<file path="src/rtl/operand_sequencer_pkg.sv">
// Shared constants and types for the operand sequencer: register selects,
// datapath width, FSM state encoding and the latched instruction record.
package operand_sequencer_pkg;
  localparam int WORD_SIZE = 19;

  localparam logic [1:0] SEL_NONE = 2'b00;
  localparam logic [1:0] SEL_A    = 2'b01;
  localparam logic [1:0] SEL_B    = 2'b10;
  localparam logic [1:0] SEL_C    = 2'b11;

  typedef enum logic [2:0] {
    IDLE, RD1, RD2, CAP, EXEC, WAIT, WB, ERR
  } seq_state_t;

  typedef struct packed {
    logic [3:0] op;
    logic [1:0] src1;
    logic [1:0] src2;
    logic [1:0] dst;
  } instr_t;
endpackage

</file>
<file path="src/rtl/operand_sequencer_timeout.sv">
// Saturating 8-bit cycle counter bounding how long the sequencer waits on the ALU.
module seq_timeout_counter #(
  parameter int LIMIT = 16
) (
  input  logic CLK,
  input  logic RST_N,
  input  logic clear,
  input  logic enable,
  output logic expired
);
  logic [7:0] r_cnt;

  always_ff @(posedge CLK or negedge RST_N) begin
    if (!RST_N)                         r_cnt <= '0;
    else if (clear)                     r_cnt <= '0;
    else if (enable && r_cnt != 8'hFF)  r_cnt <= r_cnt + 8'd1;
  end

  // Fires during the LIMIT-th enabled cycle so the FSM leaves on that edge.
  assign expired = enable && (r_cnt >= 8'(LIMIT - 1));
endmodule

</file>
<file path="src/rtl/operand_sequencer.sv">
// Reads two operands from the register file, issues one ALU request, waits
// (bounded) for the result and writes it back to the destination register.
module operand_sequencer
  import operand_sequencer_pkg::*;
#(
  parameter int ALU_TIMEOUT = 16
) (
  input  logic                 CLK,
  input  logic                 RST_N,
  input  logic                 instr_valid,
  output logic                 instr_ready,
  input  logic [3:0]           instr_op,
  input  logic [1:0]           instr_src1,
  input  logic [1:0]           instr_src2,
  input  logic [1:0]           instr_dst,
  output logic                 LOAD_REG,
  output logic [1:0]           LOAD_SELECT,
  output logic [WORD_SIZE-1:0] rf_data_in,
  input  logic [WORD_SIZE-1:0] rf_data_out,
  output logic                 alu_req_valid,
  input  logic                 alu_req_ready,
  output logic [3:0]           alu_op,
  output logic [WORD_SIZE-1:0] alu_a,
  output logic [WORD_SIZE-1:0] alu_b,
  input  logic                 alu_rsp_valid,
  input  logic [WORD_SIZE-1:0] alu_result,
  output logic                 done,
  output logic                 error
);
  seq_state_t           r_state, w_next;
  instr_t               r_instr;
  logic [WORD_SIZE-1:0] r_opa, r_opb, r_res;
  logic                 r_live;
  logic                 w_accept, w_sel_bad, w_expired;

  // r_live keeps instr_ready low while in reset and until the first clock after it.
  assign instr_ready = r_live && (r_state == IDLE);
  assign w_accept    = instr_ready && instr_valid;
  assign w_sel_bad   = (instr_src1 == SEL_NONE) || (instr_src2 == SEL_NONE) ||
                       (instr_dst == SEL_NONE);

  seq_timeout_counter #(.LIMIT(ALU_TIMEOUT)) u_tmo (
    .CLK     (CLK),
    .RST_N   (RST_N),
    .clear   (r_state == CAP),
    .enable  ((r_state == EXEC) || (r_state == WAIT)),
    .expired (w_expired)
  );

  always_ff @(posedge CLK or negedge RST_N) begin
    if (!RST_N) begin
      r_state <= IDLE;
      r_instr <= '0;
      r_opa   <= '0;
      r_opb   <= '0;
      r_res   <= '0;
      r_live  <= 1'b0;
    end else begin
      r_state <= w_next;
      r_live  <= 1'b1;
      if (w_accept) r_instr <= '{op: instr_op, src1: instr_src1, src2: instr_src2, dst: instr_dst};
      if (r_state == RD2) r_opa <= rf_data_out;
      if (r_state == CAP) r_opb <= rf_data_out;
      if (r_state == WAIT && alu_rsp_valid) r_res <= alu_result;
    end
  end

  always_comb begin
    w_next        = r_state;
    LOAD_REG      = 1'b0;
    LOAD_SELECT   = SEL_NONE;
    alu_req_valid = 1'b0;
    done          = 1'b0;
    error         = 1'b0;
    case (r_state)
      IDLE: if (w_accept) w_next = w_sel_bad ? ERR : RD1;
      RD1: begin
        LOAD_SELECT = r_instr.src1;
        w_next      = RD2;
      end
      RD2: begin
        LOAD_SELECT = r_instr.src2;
        w_next      = CAP;
      end
      CAP: w_next = EXEC;
      EXEC: begin
        alu_req_valid = 1'b1;
        if (w_expired)          w_next = ERR;
        else if (alu_req_ready) w_next = WAIT;
      end
      WAIT: begin
        if (w_expired)          w_next = ERR;
        else if (alu_rsp_valid) w_next = WB;
      end
      WB: begin
        LOAD_REG    = 1'b1;
        LOAD_SELECT = r_instr.dst;
        done        = 1'b1;
        w_next      = IDLE;
      end
      ERR: begin
        error  = 1'b1;
        w_next = IDLE;
      end
      default: w_next = IDLE;
    endcase
  end

  // Buses are only meaningful while their strobe is up; keep them quiet otherwise.
  assign alu_op     = alu_req_valid ? r_instr.op : 4'd0;
  assign alu_a      = alu_req_valid ? r_opa : '0;
  assign alu_b      = alu_req_valid ? r_opb : '0;
  assign rf_data_in = LOAD_REG ? r_res : '0;
endmodule

</file>
<file path="config.mk">
export PLATFORM = sky130hd
export DESIGN_NAME = operand_sequencer
export DESIGN_NICKNAME = d
export VERILOG_FILES = /design/src/rtl/operand_sequencer_pkg.sv /design/src/rtl/operand_sequencer_timeout.sv /design/src/rtl/operand_sequencer.sv
export SDC_FILE = /design/constraint.sdc
export NUM_CORES = 1
export LEC_CHECK = 0
export ABC_AREA = 1
export CORE_MARGIN = 2
export CORE_UTILIZATION = 50
export CTS_CLUSTER_SIZE = 40
export DETAILED_ROUTE_END_ITERATION = 7
export PLACE_DENSITY = 0.85
export SYNTH_ARGS = -nofsm -noshare
export SYNTH_HDL_FRONTEND = slang
export SYNTH_HIERARCHICAL = 1
export SYNTH_SLANG_ARGS = --single-unit
</file>
<file path="constraint.sdc">
create_clock -name CLK -period 2.9 [get_ports CLK]
set_clock_uncertainty 0.2 [all_clocks]
set_input_delay 0.725 -clock CLK [delete_from_list [all_inputs] [get_ports CLK]]
set_output_delay 0.725 -clock CLK [all_outputs]
set_load 0.02 [all_outputs]
</file>
==> impl_metrics.py <==
metrics = {
    "clock_tree": {
        "htreeDepth": 3,
        "numClockSinks": 79,
        "cts-buffers-inserted": 9,
        "clk_latency_ps": 340,
        "cts.clk_slew.worst_paths_ps": 70,
        "cts_tree": "done",
        "clock-root-buffer": "clkbuf_8",
        "cts_buffer_depth": 2,
    },
    "critical_path": {
        "crit_required_ps": 1980,
        "reg2reg_depth": 9,
        "cp_num_buf_inv": 2,
        "reg2reg_from": "r_state[1]",
        "cp_slowest_stage_delay_ps": 650,
        "worstPathCellList": "buf_4, nor3_4, clkdlybuf4s50_1",
        "r2r-end": "u_tmo/r_cnt[1]",
        "critPathLaunchType": "register",
        "cp_top_family": "buffers and inverters",
        "cp_slowest_cell": "clkdlybuf4s50_1",
        "ff2ff_setup_slack_ps": 900,
        "cp_max_fo": 5,
        "cp_data_arrival_time_ps": 1880,
        "crit_type": "register to primary output",
        "worstSetupEndpointType": "primary output",
    },
    "drt": {
        "wl_per_cell_microns": 13.0,
        "drc": 0,
        "antenna_left": 0,
        "vias": 3573,
        "drtIter0Drc": 194,
        "wl_microns": 9370,
        "firstDrtPassIters": 5,
        "viasPerCell": 4.94,
    },
    "timing": {
        "holdWs_ps": 118,
        "hold_viol": 0,
        "period_minus_slack_ps": 2810,
        "drv_slew": 0,
        "final-setup-viol-count": 0,
        "fmax_ghz": 0.356,
        "fin_ws_ps": 94.3,
        "rsz0062_at_grt": "no",
        "finalSetupTns_ps": 0,
        "period_share_pct": 96.7,
    },
    "placed_design": {
        "port-buffer-count": 120,
        "dp_hpwl_microns": 6860,
        "gp_congestion": 0.849,
        "dp_worst_setup_slack_ps": 28.9,
    },
    "synthesis": {
        "synth.top_cell.area_share_pct": 50.5,
        "netlist_area_sq_um": 3910,
        "synth_most_common_cell": "nor2_1",
        "avgSynthCellArea_sq_um": 7.86,
        "synth_common_cells": "nor2_1, inv_1, dfrtp_1",
        "async_flop_share_pct": 100,
        "synthCells": 498,
        "synth_ff_type": "dfrtp_1",
        "yosysSeqAreaShare_pct": 50.5,
        "synth_nets": 552,
        "synth-edff-count": 0,
        "synth_top_area_cell": "dfrtp_1",
        "synth.distinct_cells": 27,
        "synth_warnings": 6,
        "synthTopCellsByArea": "dfrtp_1, nor2_1, inv_1",
        "synth-seq-cells": 79,
    },
    "pwr": {
        "ir_worst_vdd_mv": 0.434,
        "leakagePower_nw": 2.84,
        "power.density_nw_per_um2": 958,
    },
    "global_route": {
        "grt_max_degree": 45,
        "track_usage_pct": 22.7,
        "grt-ovfl-total": 0,
        "grt_pass1_wl_microns": 15500,
        "antenna_found_initial": 0,
        "grt_pass1_vias": 3434,
    },
    "die": {
        "core_area_sq_um": 7650,
        "die-area_sq_um": 8550,
        "start_util_pct": 51.2,
        "io_pins": 121,
        "die_w_microns": 92.5,
        "rows": 32,
        "die_y_microns": 92.5,
    },
    "run_status": {
        "status": "completed",
    },
    "final_layout": {
        "final_nets": 671,
        "antenna_cells": 0,
        "area_growth_pct": 32.4,
        "n_fill_cell": 631,
        "drive_gt1_share_pct": 17.4,
    },
    "hold_path": {
        "hp-class": "primary input to asynchronous set/reset pin",
    },
    "run": {
        "max_cap_viol_count": 0,
    },
}
[how the worst max path moves through the flow]
stage / from / end / cells after the start
after global placement: r_state[0] / alu_op[3] / 6
after global routing: r_state[0] / alu_a[16] / 6
after detailed placement: r_state[0] / alu_op[0] / 6
after CTS: r_state[0] / rf_data_in[1] / 5
final: r_state[2] / instr_ready / 3
after floorplan: r_state[0] / alu_a[0] / 6
[through the flow]
step	utilization, %	area (sq um)	power [mW]	std cells
6_report	67.8	5180	4.97	723
5_1_grt	67.8	5180	5.37	723
4_1_cts	69.6	5320	5.03	723
3_5_place_dp	67.6	5170	4.28	708
3_3_place_gp	67.6	5170	4.16	708
2_1_floorplan	-	3910	3.39	498
[routing by layer]
metal / GRT usage (%) / vias up / share of wire [%]
met2: 39.7 / 109 / 52
met3: 3.50 / 22 / 4.1
met1: 28.0 / 1704 / 42
li1: - / 1738 / -
met5: 0 / - / 0
met4: 9.45 / 0 / 2.3
[power breakdown]
part           total (mW)  internal [mW]  switching (mW)  leakage, nW
clock network       0.883          0.505           0.378        0.103
registers            1.79           1.59           0.192        0.924
logic                2.30          0.805            1.49         1.81
total                4.97           2.90            2.06         2.84
[timing repair]
item                                    in CTS  in global routing
resized for setup                           61                 87
cloned                                       0                  0
buffers inserted                             0                  0
hold buffers                                 0                  0
endpoints found under the hold margin        0                  0
endpoints found under the setup margin      59                 46
[logic make-up (layout without fill, tap and decap cells)]
family / after synthesis / after routing / share of synthesized area, %
compound gates: 72 / 72 / 11.7
simple gates: 232 / 232 / 24.9
flops: 79 / 79 / 50.5
buf+inv: 113 / 236 / 12.5
other cells: 1 / 1 / 0.0958
fa+ha+maj: 1 / 1 / 0.320
[final cells by class]
type                            count  area, sq um  share of cell area (%)
Sequential cell                    79         1980                    38.2
Clock inverter                      3         67.6                    1.30
Inverter                           91          359                    6.93
Clock buffer                       12          145                    2.80
Timing Repair Buffer              130         1060                    20.4
Tap cell                          102          128                    2.46
Multi-Input combinational cell    306         1450                    27.9
[cells in the final DEF (no fill, tap or decap), types with 11 or more instances in the layout]
master           count
a21oi_1             22
a21oi_2             19
buf_4               11
clkbuf_2            41
clkdlybuf4s50_1     56
dfrtp_1             79
dlygate4sd2_1       17
inv_1               85
nand2_1             76
nand3_1             24
nor2_1             114
o21ai_0             21
[worst register-to-register path: stages (launching register included)]
cell      delay (ps)
dfrtp_1          390
buf_4            190
nand2_1          110
nor2_2           110
buf_4            380
inv_1            190
nand2_4          140
clkinv_2          80
nand2_1           60
nand2_1           50
[state kept, by name, indices dropped and copies added (netlist names)]
name,count
r_live,1
r_state,3
r_res,19
u_tmo/r_cnt,8
r_opa,19
r_instr,10
r_opb,19
Note: power is estimated with default switching activity, not from simulation.
